===== config.mk =====
export PLATFORM = sky130hd
export DESIGN_NAME = mem_wb_stage
export DESIGN_NICKNAME = d
export VERILOG_FILES = /design/src/rtl/mem_wb_stage.sv
export SDC_FILE = /design/constraint.sdc
export NUM_CORES = 1
export LEC_CHECK = 0
export CELL_PAD_IN_SITES_DETAIL_PLACEMENT = 0
export CELL_PAD_IN_SITES_GLOBAL_PLACEMENT = 1
export CORE_MARGIN = 3
export CORE_UTILIZATION = 32
export CTS_BUF_LIST = sky130_fd_sc_hd__clkbuf_4
export CTS_CLUSTER_SIZE = 20
export DETAILED_ROUTE_END_ITERATION = 16
export GPL_TIMING_DRIVEN = 0
export PLACE_DENSITY_LB_ADDON = 0.1
export SLEW_MARGIN = 0
export SYNTH_ARGS = -nofsm -noshare
export SYNTH_HDL_FRONTEND = slang
export SYNTH_SLANG_ARGS = --single-unit

===== constraint.sdc =====
create_clock -name clk -period 2.36 [get_ports clk]
set_input_delay 0.236 -clock clk [delete_from_list [all_inputs] [get_ports clk]]
set_output_delay 0.236 -clock clk [all_outputs]
set_load 0.1 [all_outputs]

===== src/rtl/mem_wb_stage.sv =====
// MEM/WB pipeline register with write-back formatting.
// Sub-word load extraction, misalignment detection and write-back source
// selection happen combinationally from the MEM-side inputs. Every output
// comes straight from a register, so the write port is also a clean WB
// forwarding source for EX. A retired-instruction counter runs alongside.
module mem_wb_stage #(
  parameter int DATA_W     = 32,
  parameter int REG_ADDR_W = 5,
  parameter int CNT_W      = 32
) (
  input  logic                  clk,
  input  logic                  reset,
  input  logic                  stall,
  input  logic                  flush,
  input  logic                  valid_mem,
  input  logic [DATA_W-1:0]     memaddr_mem,
  input  logic [DATA_W-1:0]     memreaddata_mem,
  input  logic [DATA_W-1:0]     pcplus4_mem,
  input  logic                  regwrite_mem,
  input  logic [1:0]            memtoreg_mem,
  input  logic [2:0]            loadtype_mem,
  input  logic [REG_ADDR_W-1:0] writereg_mem,
  output logic                  valid_wb,
  output logic                  regwrite_wb,
  output logic [REG_ADDR_W-1:0] writereg_wb,
  output logic [DATA_W-1:0]     writedata_wb,
  output logic                  misalign_wb,
  output logic [CNT_W-1:0]      retired_cnt
);

  localparam logic [2:0] LT_LW  = 3'b000;
  localparam logic [2:0] LT_LB  = 3'b001;
  localparam logic [2:0] LT_LBU = 3'b010;
  localparam logic [2:0] LT_LH  = 3'b011;
  localparam logic [2:0] LT_LHU = 3'b100;

  localparam logic [1:0] SRC_ALU  = 2'b00;
  localparam logic [1:0] SRC_LOAD = 2'b01;
  localparam logic [1:0] SRC_PC4  = 2'b10;

  logic [1:0]            byte_off;
  logic [7:0]            load_byte;
  logic [15:0]           load_half;
  logic [DATA_W-1:0]     load_next;
  logic [DATA_W-1:0]     writedata_next;
  logic                  misalign_next;
  logic                  regwrite_next;

  logic                  valid_reg;
  logic                  regwrite_reg;
  logic [REG_ADDR_W-1:0] writereg_reg;
  logic [DATA_W-1:0]     writedata_reg;
  logic                  misalign_reg;
  logic [CNT_W-1:0]      cnt_reg;

  assign byte_off  = memaddr_mem[1:0];
  // Little-endian lane picks: byte lane by the low two address bits,
  // halfword lane by address bit 1.
  assign load_byte = memreaddata_mem[8*byte_off +: 8];
  assign load_half = memreaddata_mem[16*byte_off[1] +: 16];

  // Sub-word extraction and misalignment detection for the load path
  always_comb begin
    load_next     = memreaddata_mem;
    misalign_next = 1'b0;
    case (loadtype_mem)
      LT_LB:  load_next = {{(DATA_W-8){load_byte[7]}}, load_byte};
      LT_LBU: load_next = {{(DATA_W-8){1'b0}}, load_byte};
      LT_LH: begin
        load_next     = {{(DATA_W-16){load_half[15]}}, load_half};
        misalign_next = byte_off[0];
      end
      LT_LHU: begin
        load_next     = {{(DATA_W-16){1'b0}}, load_half};
        misalign_next = byte_off[0];
      end
      default: begin
        // Unused encodings behave as lw.
        load_next     = memreaddata_mem;
        misalign_next = (byte_off != 2'b00);
      end
    endcase
    // Alignment only matters when the instruction is actually a load.
    if (memtoreg_mem != SRC_LOAD) begin
      misalign_next = 1'b0;
    end
  end

  // Write-back source select and register-file write enable
  always_comb begin
    case (memtoreg_mem)
      SRC_LOAD: writedata_next = load_next;
      SRC_PC4:  writedata_next = pcplus4_mem;
      default:  writedata_next = memaddr_mem;  // 00 and reserved 11
    endcase
    regwrite_next = valid_mem & regwrite_mem & ~misalign_next &
                    (writereg_mem != '0);
  end

  // Pipeline register: reset > flush > stall > capture
  always_ff @(posedge clk) begin
    if (!reset) begin
      valid_reg     <= 1'b0;
      regwrite_reg  <= 1'b0;
      writereg_reg  <= '0;
      writedata_reg <= '0;
      misalign_reg  <= 1'b0;
      cnt_reg       <= '0;
    end else if (flush) begin
      // Bubble: kill the control bits, leave address/data for debug.
      valid_reg    <= 1'b0;
      regwrite_reg <= 1'b0;
      misalign_reg <= 1'b0;
    end else if (!stall) begin
      valid_reg     <= valid_mem;
      regwrite_reg  <= regwrite_next;
      writereg_reg  <= writereg_mem;
      writedata_reg <= writedata_next;
      misalign_reg  <= misalign_next;
      if (valid_mem) begin
        cnt_reg <= cnt_reg + CNT_W'(1);
      end
    end
  end

  assign valid_wb     = valid_reg;
  assign regwrite_wb  = regwrite_reg;
  assign writereg_wb  = writereg_reg;
  assign writedata_wb = writedata_reg;
  assign misalign_wb  = misalign_reg;
  assign retired_cnt  = cnt_reg;

endmodule


== Word level (Yosys, flattened, before mapping) ==
Cells that the tools add are included.

* Shift operators: 2
* Mux-type cells: 4
* Add/subtract/negate cells: 1
* Eq/ne operators: 7
* Bitwise gates (word level): 7
* Order comparisons: 0
* Divide/modulo/power cells: 0
* Multiply operators: 0
* Reduce and logical (&&, ||, !) cells: 7

{| class="wikitable"
|+ Operator list
! kind !! count
|-
| one-hot mux 32 bit (4 select lines) || 1
|-
| one-hot mux 32 bit (2 select lines) || 1
|-
| adder 32 x 1 -> 32 bit, second input constant || 1
|-
| indexed part select 32 x 6 -> 16 bit || 1
|-
| indexed part select 32 x 6 -> 8 bit || 1
|-
| == test 3 x 2 -> 1 bit, second input constant || 2
|-
| OR reduction 2 bit || 3
|-
| nonzero test 5 bit || 1
|-
| inverter 1 bit || 4
|-
| bitwise AND 1 bit || 3
|-
| == test 3 x 1 -> 1 bit, second input constant || 1
|-
| == test 3 bit, second input constant || 1
|-
| AND reduction 3 bit || 1
|-
| == test 2 x 1 -> 1 bit, second input constant || 1
|-
| == test 2 bit, second input constant || 1
|-
| inequality test 2 x 1 -> 1 bit, second input constant || 1
|-
| one-hot mux 1 bit (2 select lines) || 1
|-
| AND reduction 2 bit || 1
|-
| nonzero test 2 bit || 1
|-
| 2-to-1 mux 1 bit || 1
|}

* Word-level logic and storage cells: 34
* Memories kept: 0
* Input bits: 112
* Memory bits (writable): 0
* Register bits after elaboration: 72
* Latch bits: 0
* ROM bits: 0
* Output and inout port bits: 72

== Longest topological paths before layout ==
Gate-level depths: netlist of the first run.

* Depth in word-level cells: 7
* Mapped depth: 9
* Depth with buffers taken out: 6

== Worst setup path before layout of the first run ==
Ideal clock, no wire load.

* Path kind: reg-to-reg
* From: reg cnt_reg[14], in the netlist retired_cnt[14]
* To: reg cnt_reg[25], in the netlist retired_cnt[25]
* Data required time: 2225 ps
* Arrival: 2337 ps
* Setup slack: -112 ps
* Clock period less this slack: 2472 ps
* Library setup time: 135 ps
* Cell stages (with the launch flop): 7
* Buffers on the path: 2
* Cell sequence: dfxtp_1 > and4_1 > clkbuf_1 > nand4_1 > clkbuf_1 > o311ai_0 > o41ai_1

* Cells in the longest elaborated chain, start to end: 1

{| class="wikitable"
|+ Ends and longest elaborated chain
! element !! RTL line !! RTL
|-
| start, declared || 54 || <nowiki>logic [CNT_W-1:0] cnt_reg;</nowiki>
|-
| start signal, assigned || 121 || <nowiki>cnt_reg <= cnt_reg + CNT_W'(1);</nowiki>
|-
| adder 32 x 1 -> 32 bit || 121 ||
|}

Every way passes these cells.
A chain may end at the register's enable or synchronous reset.

== Final worst setup path of the first run ==
* From: reg cnt_reg[0], in the netlist retired_cnt[0]
* To: out retired_cnt[0]

{| class="wikitable"
|+ RTL lines
! element !! RTL line !! RTL
|-
| end, declared || 28 || <nowiki>output logic [CNT_W-1:0] retired_cnt</nowiki>
|}

No word-level cell between the ends.

==> results of run 1 <==
-- per-stage QoR --
stage	total power [uW]	TNS, ns	util	worst slack, ns	cell area (um^2)
final	3356	0	0.4882	0.06102	6829
after global routing	3484	0	0.4882	0.007856	6829
after CTS	3360	0	0.4852	0.002362	6788
after detailed placement	2446	-13.33	0.4747	-0.6720	6640
after global placement	2438	-11.85	0.4747	-0.6294	6640
after floorplan	2008	0	-	0.01092	4613
-- state kept, by name (all words and copies together) (netlist names) --
name          flops
retired_cnt      32
writedata_wb     32
writereg_wb       5
misalign_wb       1
regwrite_wb       1
valid_wb          1
-- final cells by class --
type	count	area, um^2
Multi-Input combinational cell	448	2904
Sequential cell	72	1446
Clock buffer	10	75.07
Inverter	9	37.54
Clock inverter	5	72.57
Timing Repair Buffer	183	1832
Fill cell	1414	7159
Antenna cell	1	2.502
Buffer	52	234.0
Tap cell	180	225.2
-- cell families after synthesis --
group | Yosys count | synth area share
AOI/OAI and AO/OA | 210 | 0.3239
and+or+nand+nor | 209 | 0.2411
DFF | 72 | 0.3128
buffers and inverters | 62 | 0.05702
muxes | 17 | 0.03991
xor gates and xnor gates | 9 | 0.01710
adders and majority gates | 3 | 0.008146
-- routing by layer --
| metal | track usage | up-vias | share of wire |
|---|---|---|---|
| li1 | - | 2606 | - |
| met3 | 0.05640 | 31 | 0.081 |
| met2 | 0.3693 | 236 | 0.46 |
| met1 | 0.2917 | 2518 | 0.42 |
| met4 | 0.08959 | 0 | 0.030 |
| met5 | 0 | - | 0 |
-- power groups by stage --
stage	clock network (uW)	registers, uW	logic, uW
after floorplan	0	1630	380
after global placement	0	1310	1120
after detailed placement	0	1310	1130
after CTS	937	1290	1140
after global routing	981	1290	1210
final	918	1290	1150
-- layout by cell type (no fill, tap or decap), types with 7 or more instances in the layout --
cell / n
clkbuf_4: 10
dfxtp_1: 68
or3_1: 15
a221o_1: 7
o211ai_1: 24
o32a_1: 7
buf_2: 11
o21ai_1: 7
nor2b_1: 7
nand2b_1: 16
clkbuf_2: 8
o21ai_0: 34
a211o_1: 7
mux2i_1: 15
nor2_1: 13
clkdlybuf4s50_1: 177
o22ai_1: 33
a211oi_1: 16
o21bai_1: 7
nand4_1: 10
clkbuf_1: 30
nor3_1: 17
a21oi_1: 35
nand2_1: 72
nand3_1: 15
nor4_1: 11
-- worst paths after layout --
check	start	end	slack, ns	cells after the start
max	retired_cnt[0]	retired_cnt[0]	0.06	1
min reg2reg	writedata_wb[10]	writedata_wb[10]	0.46	2
min	stall	regwrite_wb	0.15	3
max reg2reg	retired_cnt[12]	retired_cnt[29]	0.26	5
-- cell usage after synthesis, types with 6 or more instances --
cell type / number
a221o_1: 7
nand2_1: 72
a2111oi_2: 6
a211o_1: 7
o22ai_1: 33
nor2b_1: 7
nor2_1: 13
or3_1: 15
a21oi_1: 35
o21ai_1: 7
nor3_1: 17
inv_1: 7
dfxtp_1: 72
o21bai_1: 7
o21ai_0: 34
nand2b_1: 16
o31ai_1: 6
and4_1: 6
o211ai_1: 24
nor4_1: 11
mux2i_1: 15
nand4_1: 10
a211oi_1: 16
clkbuf_1: 37
o32a_1: 7
buf_2: 11
nand3_1: 15
o21a_1: 6
-- what timing repair did --
action	CTS	global route
endpoints found under the setup margin	14	21
cloned	0	0
buffers inserted	0	3
gates resized for setup	3	11
==> flow_summary.yaml, run 1 <==
critical_path:
  startpoint_type: "flop"
  cp.arrival_ns: 2.06
  cp-end-kind: "primary output"
  cp_cell_sequence: "clkdlybuf4s50_1"
  crit_fanout: 5
  slowest_delay_ns: 1.17
  slowest_stage: "clkdlybuf4s50_1"
  critPathTopFamily: "buffers and inverters"
  crit_type: "flop to primary output"
  cp_num_buf_inv: 1
  worstPathRequired_ns: 2.12
timing:
  fin_crit_sh: 0.9741
  rsz0062_at_grt: "no"
  max_freq_ghz: 0.4350
  setup_viol: 0
  fin_crit_ns: 2.299
  finClkSkew_ns: 0.01382
  worstMarginPinSlew_ns: 1.042
  drv_slew: 0
  whs_ns: 0.1483
  hold_viol: 0
  max_slew_margin: 0.3031
cts:
  tritoncts: "done"
  clockRootBuffer: "clkbuf_4"
  cts_buffers: 9
  clk_path_buf_depth: 2
  clock_sinks: 72
  path_clk_slew_ns: 0.13
  hold_buffers: 0
  htree_levels: 3
  insertion_delay_ns: 0.44
floorplanning:
  io-pin-count: 184
  die_x_um: 126
  die-area_um2: 15880
  initial_core_util: 0.3294
  rows: 43
  core_um2: 13990
  dieHeight_um: 126
cells_and_area:
  drive_above_1_share: 0.07445
  layout.cells.non_filler: 960
  finish.net_count: 890
  area_growth_pct: 48.19
power:
  intPower_uw: 2108
  p_sw_uw: 1248
  ir_drop_mv: 0.2194
  p_sw_frac: 0.3719
  clkPwrFrac: 0.274
  power_density_nw_per_um2: 491.5
  p_leak_uw: 0.002322
  power_frac_comb: 0.343
  seqPwrFrac: 0.384
synth:
  avgSynthCellArea_um2: 7.918
  synth_area_um2: 4608
  syn_nets: 697
  postSynthCellCount: 582
  ys_seq_area_frac: 0.3128
  synth_area_leader_cell: "dfxtp_1"
  synthTopCellsByArea: "dfxtp_1 31%, nand2_1 5.9%, o22ai_1 4.5%, o211ai_1 3.9%, a21oi_1 3.8%"
  synthArstFlopShare: 0
  ys_ff_latch: 72
  synth_edf_count: 0
  synth_top_area_frac: 0.3128
  ys_warn_count: 0
  ys_types: 60
  ys.flop_type: "dfxtp_1"
placed_design:
  io_buffer_count: 180
  hpwlAfterDp_mm: 14.35
  gp_congestion: 0.8584
  placed_cells: 942
run_status:
  outcome: "finished clean"
global_route:
  grt_pass1_vias: 5191
  track_usage: 0.2278
  antenna_found_initial: 1
  grt_max_degree: 15
  grt_overflow: 0
  grt_pass1_wl_mm: 28.85
drt:
  wl_mm: 18.88
  drt_iter0_markers: 375
  drcViolationCount: 0
  dr.pass1.iters: 5
  vias_per_cell: 5.616
  routedWlPerCell_um: 19.66
  postRouteAntennaNets: 0
  num_vias: 5391
flow_run:
  cap_violations: 0
worst_hold_path:
  min_path_type: "input port to flop"
No activity file was read; power rests on OpenSTA's default activity.
==> inputs of run 2 (changes only) <==
--- a/config.mk
+++ b/config.mk
@@ -5,6 +5,7 @@
 export SDC_FILE = /design/constraint.sdc
 export NUM_CORES = 1
 export LEC_CHECK = 0
+export CAP_MARGIN = 20
 export CELL_PAD_IN_SITES_DETAIL_PLACEMENT = 0
 export CELL_PAD_IN_SITES_GLOBAL_PLACEMENT = 1
 export CORE_MARGIN = 3
==> results of run 2 <==
Same layout as run 1: the final DEF is identical, and so are final timing and power.
==> inputs of run 3 (changes only) <==
--- a/config.mk
+++ b/config.mk
@@ -14,6 +14,7 @@
 export CTS_CLUSTER_SIZE = 20
 export DETAILED_ROUTE_END_ITERATION = 16
 export GPL_TIMING_DRIVEN = 0
+export MAX_ROUTING_LAYER = met4
 export PLACE_DENSITY_LB_ADDON = 0.1
 export SLEW_MARGIN = 0
 export SYNTH_ARGS = -nofsm -noshare
==> run 3 against run 2 <==
  * Wire length increased by 0.39%
  * Combinational power about the same
  * Sequential power about the same
  * Largest power group unchanged
  * Non-clock buffer count fell by 3
  * Sequential cell count unchanged
  * Critical path type unchanged
  * Cell area is 0.92% lower
  * Sequential share of layout area rose by 0.20 points
  * Cell count shrank 0.73%
  * Clock-buffer cell count is the same
  * Largest cell class unchanged
  * Critical path depth stayed put
  * Utilization is 0.45 points lower
==> flow_summary.yaml, run 3 (synthesis results as in run 1) <==
run_status:
  outcome: "finished clean"
cts:
  clk_path_buf_depth: 2
  htree_levels: 3
  tritoncts: "done"
  hold_buffers: 0
  cts_resized: 5
  post-cts-setup-buffers: 0
  clock_sinks: 72
  clockRootBuffer: "clkbuf_4"
  insertion_delay_ns: 0.45
  cts_buffers: 9
  path_clk_slew_ns: 0.11
critical_path:
  cp-end-kind: "primary output"
  worstPathRequired_ns: 2.12
  slowest_delay_ns: 1.17
  cp.arrival_ns: 2.05
  critPathTopFamily: "buffers and inverters"
  cp_num_buf_inv: 1
  crit_type: "flop to primary output"
  startpoint_type: "flop"
  crit_fanout: 5
  slowest_stage: "clkdlybuf4s50_1"
  cp_cell_sequence: "clkdlybuf4s50_1"
global_route:
  grt_pass1_vias: 5353
  antenna_found_initial: 0
  grt_max_degree: 11
  grt_overflow: 0
  track_usage: 0.2379
  grt_pass1_wl_mm: 29.19
cells_and_area:
  insertedDiodeCount: 0
  area_growth_pct: 46.84
  final_common_cell: "clkdlybuf4s50_1"
  drive_above_1_share: 0.06727
  layout_common_cells: "175 x clkdlybuf4s50_1, 72 x nand2_1, 68 x dfxtp_1"
  fin_util: 0.4837
  finish.net_count: 887
  num-fill-cells: 1452
power:
  p_leak_uw: 0.002331
  power_uw: 3204
  power_density_nw_per_um2: 473.6
  ir_drop_mv: 0.2990
floorplanning:
  initial_core_util: 0.3294
  io-pin-count: 184
  core_um2: 13990
  rows: 43
  die_x_um: 126
  dieHeight_um: 126
  die-area_um2: 15880
drt:
  dr.pass1.iters: 4
  drt_iter0_markers: 423
  vias_per_cell: 5.702
  drcViolationCount: 0
  routedWlPerCell_um: 19.88
  wl_mm: 18.95
  num_vias: 5434
  postRouteAntennaNets: 0
timing:
  fin_crit_ns: 2.283
  drv_slew: 0
  hold_viol: 0
  rsz0062_at_grt: "no"
  setup_viol: 0
  fin_crit_sh: 0.9672
  worstMarginPinSlew_ns: 1.045
  finClkSkew_ns: 0.01051
  max_slew_margin: 0.3010
  max_freq_ghz: 0.4381
placed_design:
  gp_congestion: 0.8728
  hpwlAfterDp_mm: 14.30
  io_buffer_count: 180
worst_hold_path:
  min_path_type: "input port to flop"
flow_run:
  cap_violations: 0
## run 3: changes by cell type in the layout (fill, tap and decap cells not counted), moves of 2 or more
cell / before / now
buf_4: 3 / 0
clkdlybuf4s50_1: 177 / 175
clkinv_1: 4 / 2
dlymetal6s2s_1: 3 / 5
## run 3: area by class of cell
class / instances / area, um^2 / area share
Sequential cell: 72 / 1446 / 0.2138
Buffer: 52 / 232.7 / 0.03439
Clock buffer: 10 / 75.07 / 0.01109
Tap cell: 180 / 225.2 / 0.03328
Multi-Input combinational cell: 448 / 2904 / 0.4292
Timing Repair Buffer: 180 / 1814 / 0.2681
Inverter: 9 / 33.78 / 0.004993
Clock inverter: 2 / 35.03 / 0.005178
## run 3: through the flow
step	instance area (um^2)	worst slack, ns	setup TNS, ns	hold slack, ns	instances
6_report	6766	0.07732	0	0.1567	953
3_5_place_dp	6640	-0.6921	-13.79	0.4487	942
3_3_place_gp	6640	-0.6250	-11.85	0.4451	942
5_1_grt	6766	0.0002915	0	0.1445	953
4_1_cts	6756	0.008299	0	0.1165	954
2_1_floorplan	4613	0.01092	0	0.3720	582
## run 3: metal layers
| layer | up-vias | global-route usage | routed length (um) | share of wire |
|---|---|---|---|---|
| li1 | 2585 | - | - | - |
| met1 | 2599 | 0.2920 | 8168 | 0.43 |
| met4 | 0 | 0.08707 | 490 | 0.026 |
| met3 | 26 | 0.05174 | 1368 | 0.072 |
| met5 | - | - | 0 | 0 |
| met2 | 224 | 0.3853 | 8920 | 0.47 |
## run 3: power by group
part	internal, uW	switching, uW
logic	414	729
registers	1260	28.4
clock network	311	462
total	1990	1220
## run 3: path summary, 6_finish.rpt
path                         from         endpoint  slack [ns]  depth (start not counted)
setup / recovery   retired_cnt[0]   retired_cnt[0]        0.08                          1
hold / removal              stall      misalign_wb        0.16                          3
setup reg to reg  retired_cnt[12]  retired_cnt[29]        0.28                          5
hold reg to reg   writedata_wb[8]  writedata_wb[8]        0.46                          2
